--- config.mk ---
export PLATFORM = sky130hd
export DESIGN_NAME = fb_access_arbiter_flat
export DESIGN_NICKNAME = d
export VERILOG_FILES = /design/src/rtl/fb_access_arbiter_pkg.sv /design/src/rtl/fb_access_arbiter_if.sv /design/src/rtl/fb_access_arbiter_fifo.sv /design/src/rtl/fb_access_arbiter.sv /design/src/flat_wrapper.sv
export SDC_FILE = /design/constraint.sdc
export NUM_CORES = 1
export LEC_CHECK = 0
export ABC_AREA = 1
export CORE_MARGIN = 8
export CORE_UTILIZATION = 46
export DETAILED_ROUTE_END_ITERATION = 8
export PLACE_DENSITY = 0.77
export SLEW_MARGIN = 30
export SYNTH_ARGS = -nofsm -noshare
export SYNTH_HDL_FRONTEND = slang
export SYNTH_HIERARCHICAL = 1
export SYNTH_SLANG_ARGS = --single-unit
--- constraint.sdc ---
create_clock -name clk_clk -period 2.8 [get_ports clk_clk]
set_clock_uncertainty 0.05 [all_clocks]
set_input_delay 0.84 -clock clk_clk [delete_from_list [all_inputs] [get_ports clk_clk]]
set_output_delay 0.84 -clock clk_clk [all_outputs]
set_load 0.1 [all_outputs]
--- src/rtl/fb_access_arbiter_pkg.sv ---
// Shared constants, enums and the grant priority rule for the frame-buffer arbiter.
package fb_arb_pkg;

  localparam int ADDR_W_DEF     = 15;
  localparam int DATA_W_DEF     = 9;
  localparam int FB_WORDS_DEF   = 19200;
  localparam int FIFO_DEPTH_DEF = 4;
  localparam int HIGH_WM_DEF    = 2;

  typedef enum logic [1:0] {
    GNT_NONE = 2'd0,
    GNT_RD   = 2'd1,
    GNT_WR   = 2'd2
  } grant_t;

  typedef enum logic [0:0] {
    SCAN_IDLE  = 1'b0,
    SCAN_FETCH = 1'b1
  } scan_state_t;

  // A starving FIFO beats the processor; otherwise the processor goes first
  // and reads take whatever slots remain.
  function automatic grant_t arb_decide(input logic rd_elig,
                                        input logic rd_urgent,
                                        input logic wr_elig);
    if (rd_elig && rd_urgent) return GNT_RD;
    if (wr_elig)              return GNT_WR;
    if (rd_elig)              return GNT_RD;
    return GNT_NONE;
  endfunction

endpackage

--- src/rtl/fb_access_arbiter_if.sv ---
// Processor write port and frame-buffer RAM port bundled as one bus.
interface fb_access_arbiter_if
  import fb_arb_pkg::*;
#(
  parameter int ADDR_W = ADDR_W_DEF,
  parameter int DATA_W = DATA_W_DEF
);
  logic              cpu_wr_valid;
  logic [ADDR_W-1:0] cpu_wr_addr;
  logic [DATA_W-1:0] cpu_wr_data;
  logic              cpu_wr_ready;
  logic              mem_en;
  logic              mem_we;
  logic [ADDR_W-1:0] mem_addr;
  logic [DATA_W-1:0] mem_wdata;
  logic [DATA_W-1:0] mem_rdata;

  // Arbiter side: accepts processor writes, drives the RAM.
  modport master (
    input  cpu_wr_valid, cpu_wr_addr, cpu_wr_data, mem_rdata,
    output cpu_wr_ready, mem_en, mem_we, mem_addr, mem_wdata
  );

  // Environment side: the processor and the RAM.
  modport slave (
    output cpu_wr_valid, cpu_wr_addr, cpu_wr_data, mem_rdata,
    input  cpu_wr_ready, mem_en, mem_we, mem_addr, mem_wdata
  );
endinterface

--- src/rtl/fb_access_arbiter_fifo.sv ---
// Read-ahead pixel FIFO: flushable, exposes its occupancy; overflow
// protection is left to the producer's reservation.
module fb_pixel_fifo
  import fb_arb_pkg::*;
#(
  parameter int DEPTH = FIFO_DEPTH_DEF,
  parameter int WIDTH = DATA_W_DEF,
  localparam int PTR_W = $clog2(DEPTH),
  localparam int CNT_W = $clog2(DEPTH + 1)
) (
  input  logic             clk,
  input  logic             rst,
  input  logic             flush,
  input  logic             push,
  input  logic [WIDTH-1:0] push_data,
  input  logic             pop,
  output logic [WIDTH-1:0] head,
  output logic [CNT_W-1:0] count
);

  logic [WIDTH-1:0] store [DEPTH];
  logic [PTR_W-1:0] rd_ptr;
  logic [PTR_W-1:0] wr_ptr;
  logic             do_pop;

  assign do_pop = pop && (count != '0);
  assign head   = store[rd_ptr];

  // Pointers and occupancy; flush empties the FIFO without touching storage.
  always_ff @(posedge clk) begin
    if (rst || flush) begin
      rd_ptr <= '0;
      wr_ptr <= '0;
      count  <= '0;
    end else begin
      if (push)   wr_ptr <= wr_ptr + PTR_W'(1);
      if (do_pop) rd_ptr <= rd_ptr + PTR_W'(1);
      count <= count + CNT_W'(push) - CNT_W'(do_pop);
    end
  end

  // Pixel storage, written at the tail.
  always_ff @(posedge clk) begin
    if (push) store[wr_ptr] <= push_data;
  end

endmodule

--- src/rtl/fb_access_arbiter.sv ---
// Frame-buffer arbiter: sequential scanout prefetch into a small FIFO,
// processor writes slotted in whenever the FIFO has slack.
module fb_access_arbiter
  import fb_arb_pkg::*;
#(
  parameter int ADDR_W     = ADDR_W_DEF,
  parameter int DATA_W     = DATA_W_DEF,
  parameter int FB_WORDS   = FB_WORDS_DEF,
  parameter int FIFO_DEPTH = FIFO_DEPTH_DEF,
  parameter int HIGH_WM    = HIGH_WM_DEF
) (
  input  logic                clk_clk,
  input  logic                reset_reset,
  input  logic                frame_start,
  input  logic                pix_pop,
  output logic                pix_valid,
  output logic [DATA_W-1:0]   pix_data,
  output logic                underrun,
  output logic                scan_busy,
  fb_access_arbiter_if.master bus
);

  localparam int CNT_W = $clog2(FIFO_DEPTH + 1);
  localparam int LVL_W = CNT_W + 1;

  scan_state_t       scan_state;
  logic [ADDR_W-1:0] scan_addr;
  logic              rd_vld_p1;
  logic              rd_stale_p1;
  logic [CNT_W-1:0]  fifo_count;
  logic [DATA_W-1:0] fifo_head;
  logic [LVL_W-1:0]  level;
  logic              rd_elig;
  logic              rd_urgent;
  logic              fifo_push;
  logic              fifo_pop;
  logic              last_addr;
  grant_t            gnt;

  // A read still in flight counts as occupied so its return always has a slot.
  assign level     = LVL_W'(fifo_count) + LVL_W'(rd_vld_p1);
  assign rd_elig   = (scan_state == SCAN_FETCH) && (level < LVL_W'(FIFO_DEPTH));
  assign rd_urgent = level < LVL_W'(HIGH_WM);
  assign gnt       = reset_reset ? GNT_NONE : arb_decide(rd_elig, rd_urgent, bus.cpu_wr_valid);
  assign last_addr = scan_addr == ADDR_W'(FB_WORDS - 1);

  // Returns belonging to an older frame are dropped; frame_start flushes anyway.
  assign fifo_push = rd_vld_p1 && !rd_stale_p1 && !frame_start;
  assign fifo_pop  = pix_pop && pix_valid;

  assign pix_valid = fifo_count != '0;
  assign pix_data  = pix_valid ? fifo_head : '0;
  assign underrun  = pix_pop && !pix_valid;
  assign scan_busy = scan_state == SCAN_FETCH;

  // Drive the RAM port and the processor handshake from the grant.
  always_comb begin
    bus.mem_en       = 1'b0;
    bus.mem_we       = 1'b0;
    bus.mem_addr     = '0;
    bus.mem_wdata    = '0;
    bus.cpu_wr_ready = 1'b0;
    case (gnt)
      GNT_RD: begin
        bus.mem_en   = 1'b1;
        bus.mem_addr = scan_addr;
      end
      GNT_WR: begin
        bus.mem_en       = 1'b1;
        bus.mem_we       = 1'b1;
        bus.mem_addr     = bus.cpu_wr_addr;
        bus.mem_wdata    = bus.cpu_wr_data;
        bus.cpu_wr_ready = 1'b1;
      end
      default: ;
    endcase
  end

  // Scan sequencing and the one-deep read-return stage with its epoch flag.
  always_ff @(posedge clk_clk) begin
    if (reset_reset) begin
      scan_state  <= SCAN_IDLE;
      scan_addr   <= '0;
      rd_vld_p1   <= 1'b0;
      rd_stale_p1 <= 1'b0;
    end else begin
      rd_vld_p1   <= gnt == GNT_RD;
      rd_stale_p1 <= frame_start;
      if (frame_start) begin
        scan_state <= SCAN_FETCH;
        scan_addr  <= '0;
      end else if (gnt == GNT_RD) begin
        if (last_addr) scan_state <= SCAN_IDLE;
        else           scan_addr  <= scan_addr + ADDR_W'(1);
      end
    end
  end

  fb_pixel_fifo #(
    .DEPTH (FIFO_DEPTH),
    .WIDTH (DATA_W)
  ) u_fifo (
    .clk       (clk_clk),
    .rst       (reset_reset),
    .flush     (frame_start),
    .push      (fifo_push),
    .push_data (bus.mem_rdata),
    .pop       (fifo_pop),
    .head      (fifo_head),
    .count     (fifo_count)
  );

endmodule

--- src/flat_wrapper.sv ---
// flat-port wrapper written by rule: the top's interface ports become plain ports
module fb_access_arbiter_flat import fb_arb_pkg::*;
#(
  parameter int ADDR_W     = ADDR_W_DEF,
  parameter int DATA_W     = DATA_W_DEF,
  parameter int FB_WORDS   = FB_WORDS_DEF,
  parameter int FIFO_DEPTH = FIFO_DEPTH_DEF,
  parameter int HIGH_WM    = HIGH_WM_DEF
)
  (clk_clk, reset_reset, frame_start, pix_pop, pix_valid, pix_data, underrun, scan_busy, bus_cpu_wr_valid, bus_cpu_wr_addr, bus_cpu_wr_data, bus_mem_rdata, bus_cpu_wr_ready, bus_mem_en, bus_mem_we, bus_mem_addr, bus_mem_wdata);
  fb_access_arbiter_if #(.ADDR_W(ADDR_W), .DATA_W(DATA_W)) bus_i ();
  input  logic clk_clk;
  input  logic reset_reset;
  input  logic frame_start;
  input  logic pix_pop;
  output logic pix_valid;
  output logic [DATA_W-1:0] pix_data;
  output logic underrun;
  output logic scan_busy;
  input wire logic [$bits(bus_i.cpu_wr_valid)-1:0] bus_cpu_wr_valid;
  input wire logic [$bits(bus_i.cpu_wr_addr)-1:0] bus_cpu_wr_addr;
  input wire logic [$bits(bus_i.cpu_wr_data)-1:0] bus_cpu_wr_data;
  input wire logic [$bits(bus_i.mem_rdata)-1:0] bus_mem_rdata;
  output wire logic [$bits(bus_i.cpu_wr_ready)-1:0] bus_cpu_wr_ready;
  output wire logic [$bits(bus_i.mem_en)-1:0] bus_mem_en;
  output wire logic [$bits(bus_i.mem_we)-1:0] bus_mem_we;
  output wire logic [$bits(bus_i.mem_addr)-1:0] bus_mem_addr;
  output wire logic [$bits(bus_i.mem_wdata)-1:0] bus_mem_wdata;
  assign bus_i.cpu_wr_valid = bus_cpu_wr_valid;
  assign bus_i.cpu_wr_addr = bus_cpu_wr_addr;
  assign bus_i.cpu_wr_data = bus_cpu_wr_data;
  assign bus_i.mem_rdata = bus_mem_rdata;
  assign bus_cpu_wr_ready = bus_i.cpu_wr_ready;
  assign bus_mem_en = bus_i.mem_en;
  assign bus_mem_we = bus_i.mem_we;
  assign bus_mem_addr = bus_i.mem_addr;
  assign bus_mem_wdata = bus_i.mem_wdata;
  fb_access_arbiter #(.ADDR_W(ADDR_W), .DATA_W(DATA_W), .FB_WORDS(FB_WORDS), .FIFO_DEPTH(FIFO_DEPTH), .HIGH_WM(HIGH_WM)) u_core (.clk_clk(clk_clk), .reset_reset(reset_reset), .frame_start(frame_start), .pix_pop(pix_pop), .pix_valid(pix_valid), .pix_data(pix_data), .underrun(underrun), .scan_busy(scan_busy), .bus(bus_i));
endmodule
-- Word level (Yosys, flattened, before mapping)
Memories as Yosys holds them, arrays and structs flattened. A register that Yosys moved wholly into a read port is not among the register bits.
Cells that the tools add are included.
- register bits after elaboration: 25
- RAM bits: 36
- bits of input ports: 38
- output and inout port bits: 39
- word-level logic and storage cells: 63
- memories: 1
- $add $sub $neg: 6
- order comparisons: 2
- equality and inequality tests: 3
- multiplexer cells: 25
- bitwise logic cells: 1
- reduce and logical (&&, ||, !) cells: 18
- memories (name ; depth ; width ; read ports ; clocked after Yosys merged registers in ; write ports ; line ; text):
    u_core.u_fifo.store ; 4 ; 9 ; 1 ; 1 ; 1 ; fb_access_arbiter_fifo.sv:21 ; logic [WIDTH-1:0] store [DEPTH];
- operator list (operator ; count):
    one-hot mux 15 bit (2 select lines) ; 1
    two-way mux 2 bit ; 9
    two-way mux 9 bit ; 2
    adder 15 x 1 -> 15 bit (second input constant) ; 1
    equality test 15 bit (second input constant) ; 1
    two-way mux 1 bit ; 13
    logical AND 1 bit ; 7
    adder 2 x 1 -> 2 bit (second input constant) ; 2
    adder 3 x 1 -> 4 bit ; 1
    less-than comparator 4 x 2 -> 1 bit (second input constant) ; 1
    less-than comparator 4 x 3 -> 1 bit (second input constant) ; 1
    AND reduction 2 bit ; 2
    nonzero test 2 bit ; 2
    OR reduction 2 bit ; 2
    adder 3 x 1 -> 3 bit ; 1
    zero test 1 bit ; 3
    nonzero test 3 bit ; 1
    subtractor 3 x 1 -> 3 bit ; 1
    equality test 2 x 1 -> 1 bit (second input constant) ; 1
    equality test 2 bit (second input constant) ; 1
    logical OR 1 bit ; 1
    NOT 1 bit ; 1

-- Longest topological paths before layout
- depth after elaboration: 15
- depth in mapped cells: 15
- mapped depth without buffers: 14

-- Modules after synthesis
Netlist, hierarchy kept.
- modules (own cells, without submodules) (module ; instances ; cells each ; area an instance (sq um) ; seq. area each (sq um)):
    fb_pixel_fifo ; 1 ; 149 ; 1904.3 ; 1261.2
    fb_access_arbiter ; 1 ; 275 ; 1551.5 ; 360.3

-- Worst setup path before layout
OpenSTA, ideal clock, no wires.
- path type: input to output
- start point: input bus_cpu_wr_valid
- end point: output bus_mem_addr[12]
- data arrival time: 3.868 ns
- required time: 1.910 ns
- slack: -1.958 ns
- stages: 7
- cell sequence: inv_1 -> nor2_1 -> o21a_1 -> ha_1 -> clkbuf_1 -> nand2_1 -> a21oi_1
- longest elaborated chain between the ends: 8
- elaborated cells on any way between the ends: 11
- classes of those cells: eq/ne (2); mux (9)
- RTL lines (what ; line ; text):
    start, declared ; flat_wrapper.sv:20 ; input wire logic [$bits(bus_i.cpu_wr_valid)-1:0] bus_cpu_wr_valid;
    two-way mux 2 bit ; fb_access_arbiter_pkg.sv:27 ; if (wr_elig) return GNT_WR;
    two-way mux 2 bit ; fb_access_arbiter_pkg.sv:28 ; if (rd_elig) return GNT_RD;
    two-way mux 2 bit ; fb_access_arbiter_pkg.sv:29 ; return GNT_NONE;
    two-way mux 2 bit * ; fb_access_arbiter_pkg.sv:28 ;
    two-way mux 2 bit * ; fb_access_arbiter_pkg.sv:27 ;
    two-way mux 2 bit * ; fb_access_arbiter.sv:44 ; assign gnt = reset_reset ? GNT_NONE : arb_decide(rd_elig, rd_urgent, bus.cpu_wr_valid);
    equality test 2 bit or equality test 2 x 1 -> 1 bit (tied branches) ; fb_access_arbiter.sv:63 ; case (gnt)
    one-hot mux 15 bit (2 select lines) * ; fb_access_arbiter.sv:63 ;
    end, declared ; flat_wrapper.sv:27 ; output wire logic [$bits(bus_i.mem_addr)-1:0] bus_mem_addr;
Every way passes the cells marked *; elsewhere a longest branch is shown, timed or not. The select of a mux whose other input is x is not followed.

-- Worst setup path in the final report
- start point: register u_core.u_fifo.count[0]
- end point: output bus_mem_we
- longest elaborated chain between the ends: 12
- elaborated cells on any way between the ends: 16
- classes of those cells: add/sub (1); order compare (2); eq/ne (1); mux (10); reduce/logical (2)
- RTL lines (what ; line ; text):
    start, declared ; fb_access_arbiter_fifo.sv:18 ; output logic [CNT_W-1:0] count
    start signal, assigned ; fb_access_arbiter_fifo.sv:38 ; count <= count + CNT_W'(push) - CNT_W'(do_pop);
    adder 3 x 1 -> 4 bit * ; fb_access_arbiter.sv:41 ; assign level = LVL_W'(fifo_count) + LVL_W'(rd_vld_p1);
    less-than comparator 4 x 3 -> 1 bit ; fb_access_arbiter.sv:42 ; assign rd_elig = (scan_state == SCAN_FETCH) && (level < LVL_W'(FIFO_DEPTH));
    logical AND 1 bit ; fb_access_arbiter.sv:42 ;
    two-way mux 1 bit (2 in a row) ; fb_access_arbiter_pkg.sv:28 ;
    two-way mux 1 bit ; fb_access_arbiter_pkg.sv:27 ;
    two-way mux 2 bit ; fb_access_arbiter_pkg.sv:29 ;
    two-way mux 2 bit ; fb_access_arbiter_pkg.sv:28 ;
    two-way mux 2 bit * ; fb_access_arbiter_pkg.sv:27 ;
    two-way mux 2 bit * ; fb_access_arbiter.sv:44 ;
    equality test 2 bit * ; fb_access_arbiter.sv:63 ;
    two-way mux 1 bit * ; fb_access_arbiter.sv:63 ;
    end, declared ; flat_wrapper.sv:26 ; output wire logic [$bits(bus_i.mem_we)-1:0] bus_mem_we;
Marked as above.

==> metrics <==
H-tree lvl count 3; Synth Register Bits 63; number of flops mapped to enable cells by yosys 36; final worst slack -0.423 ns; die height 103 um; CP required 1.91 ns; run status finished, violations left; vias in the first global route 3,482; leakage power total 0.00209 uW; number of diodes 0; number of buffers inserted for hold repair after clock tree synthesis 0; CP endpoint kind output pin; count of nets left with antenna violations after detail routing 0; Reg2Reg Launch Point u_core/u_fifo/count[0]; number of clock sinks 63; Post-Syn Area 3460 sq um; Post-Synthesis Net Count 474; setup repair after global routing missed its margin yes; measured slew at the worst slew-check pin 0.517 ns; clock tree from TritonCTS done; startpoint of the most critical setup path u_core/u_fifo/count[0]; register area share after synthesis 0.469; cell area after layout 5630 sq um; critical path fanouts, max 8; arrival time at the worst endpoint 2.33 ns; Worst VDD drop roughly 0.29 mV; startpoint-to-endpoint class of the critical path reg2out; total congestion overflow after global routing 0; final hold vios 0; Gate Count Post-Synth 424; # DRC 0; initial core utilization 0.476; I/O pin cnt 77; total detailed-routing wirelength 11.4 mm; share of synthesized registers carrying an async set or reset 0; library cells used by synthesis 33; P&R area growth vs syn 63.0%; cell type with the highest aggregate area in the netlist sky130_fd_sc_hd__edfxtp_1; global-route usage over all layers 0.201; Tmin final 3.22 ns; max_cap viols 0; placement-stage cell area ~5000 sq um; startpoint of the tightest hold check path u_core/u_fifo/rd_ptr[0]; Max transition margin 0.655; global-route wire length before repair 16.5 mm; DR vias/cell 5.40; buffer type at the clock tree root sky130_fd_sc_hd__clkbuf_8; non-filler instance count after layout 634; drt first-iter violations 229; Cell Count Post-Placement a little over 600; Commonest cells post-synth 103 x sky130_fd_sc_hd__nand2_1, 58 x sky130_fd_sc_hd__inv_1, 53 x sky130_fd_sc_hd__nor2_1; number of buffers added by the clock tree synthesis step 9; dominant cells by area after synthesis sky130_fd_sc_hd__edfxtp_1 31%, sky130_fd_sc_hd__dfxtp_1 16%, sky130_fd_sc_hd__nand2_1 11%, sky130_fd_sc_hd__inv_1 6.3%, sky130_fd_sc_hd__nor2_1 5.8%; number of warnings reported in the yosys synthesis log 6; max frequency about 310 MHz; Most used DFF post-synth sky130_fd_sc_hd__edfxtp_1; clock insertion delay at the later pin of the skew report 0.34 ns; most numerous cell in the Yosys netlist sky130_fd_sc_hd__nand2_1; WL/cell between 15 and 20 um; fraction of layout instances using a drive strength above 1 0.383; Row Count 31; final setup vio count 27; Die Outline Area 10,500 sq um; Power Dens Cells ~390 nW/um^2; violations in the final reports negative setup slack; die width about 100 um; pin count of the biggest net entering global routing 20; number of iterations in the first detailed-routing pass 5; number of antenna violations at the first check in global routing 0; Reg2Reg Depth 17; critical path startpoint category register; clock transition time at the flip-flop clock pins of the worst setup and hold paths approximately 0.07 ns; final number of max-transition violations 0; post-DP HPWL 6.66 mm; PortBufs 76; path category of the worst min-delay check reg2reg; fin crit share 1.15; share of the synthesized area in the top cell type 0.313; total number of vias 3,424; CTS Buffer Depth 2; Hold Crit Depth 2; Syn Area/Cell 8.15 sq um; gpl congestion 0.852; placeable core region slightly above 7000 sq um; count of nets after finishing 580
==> cells by family after synthesis <==
group                      synth area share
AOI/OAI and AO/OA                     0.123
xor gates and xnor gates             0.0127
buffers and inverters                0.0981
adders and majority gates            0.0456
and+or+nand+nor                       0.251
DFF                                   0.469
==> layer usage <==
| metal | global-route usage | vias to the layer above | wire length (um) |
|---|---|---|---|
| met2 | 0.379 | 198 | 6270 |
| met3 | 0.0506 | 40 | 932 |
| li1 | - | 1582 | - |
| met4 | 0.0711 | 0 | 386 |
| met5 | 0 | - | 0 |
| met1 | 0.209 | 1604 | 3850 |
==> final timing paths <==
path | to | slack [ns]
hold reg to reg | u_core/u_fifo/rd_ptr[0] | 0.44
setup reg to reg | u_core/scan_addr[10] | 0.27
setup / recovery | bus_mem_we | -0.42
hold / removal | u_core/u_fifo/rd_ptr[0] | 0.44
==> critical path, cell delays in order, from the launching register on <==
cell                      delay, ns
sky130_fd_sc_hd__dfxtp_2       0.36
sky130_fd_sc_hd__nand2_2       0.07
sky130_fd_sc_hd__inv_2         0.07
sky130_fd_sc_hd__ha_4          0.15
sky130_fd_sc_hd__nand3_4       0.07
sky130_fd_sc_hd__o21ai_4       0.09
sky130_fd_sc_hd__buf_4         0.16
sky130_fd_sc_hd__nand3_4       0.12
sky130_fd_sc_hd__buf_4         0.17
sky130_fd_sc_hd__ha_4          0.17
sky130_fd_sc_hd__buf_8         0.14
sky130_fd_sc_hd__buf_4         0.13
sky130_fd_sc_hd__buf_4         0.13
sky130_fd_sc_hd__buf_12        0.16
==> cell type report <==
cell class | count | area, sq um
Fill cell | 454 | 1620
Inverter | 61 | 278
Clock inverter | 6 | 61.3
Multi-Input combinational cell | 285 | 1920
Clock buffer | 10 | 128
Sequential cell | 63 | 1630
Timing Repair Buffer | 110 | 1490
Tap cell | 99 | 124
==> metrics by stage <==
| stage | setup TNS (ns) | power [uW] | setup slack (ns) | utilization | hold WS, ns |
|---|---|---|---|---|---|
| 2_1_floorplan | -7.05 | 1230 | -0.475 | - | 0.398 |
| 3_3_place_gp | -13.92 | 1370 | -0.547 | 0.697 | 0.413 |
| 3_5_place_dp | -15.13 | 1370 | -0.593 | 0.697 | 0.423 |
| 4_1_cts | -8.73 | 2190 | -0.388 | 0.765 | 0.443 |
| 5_1_grt | -11.85 | 2270 | -0.502 | 0.777 | 0.506 |
| 6_report | -9.64 | 2200 | -0.423 | 0.777 | 0.439 |
==> repair_timing <==
action,4_1_cts,5_1_grt
setup endpoints to repair,27,27
gates cloned,2,0
gates resized for setup,50,20
pin swaps,25,13
buffers inserted,11,0
==> sequential cells by signal, indices dropped and copies added, names as in the netlist, named ones only <==
name,flops
u_core/scan_addr,15
u_core/u_fifo/count,3
u_core/scan_busy,1
u_core/u_fifo/wr_ptr,2
u_core/u_fifo/rd_ptr,2
u_core/u_fifo/store,36
u_core/rd_vld_p1,1
u_core/rd_stale_p1,1
==> layout by cell type, fill, tap and decap left out, drive strengths merged, types with 5 or more instances in the layout <==
cell           instances
o21ai                 25
nand3                 19
clkbuf                10
nand2                108
clkinvlp              11
dfxtp                 27
buf                   73
o22ai                  9
nor2                  65
inv                   50
edfxtp                36
nand4                  8
clkinv                 5
a21oi                 30
ha                    11
clkdlybuf4s50         35
==> power by group <==
part	internal, uW	total, uW	switching, uW
sequential	983	988	4.90
combinational	188	445	257
clock	408	771	363
(Power assumes the default switching activity.)
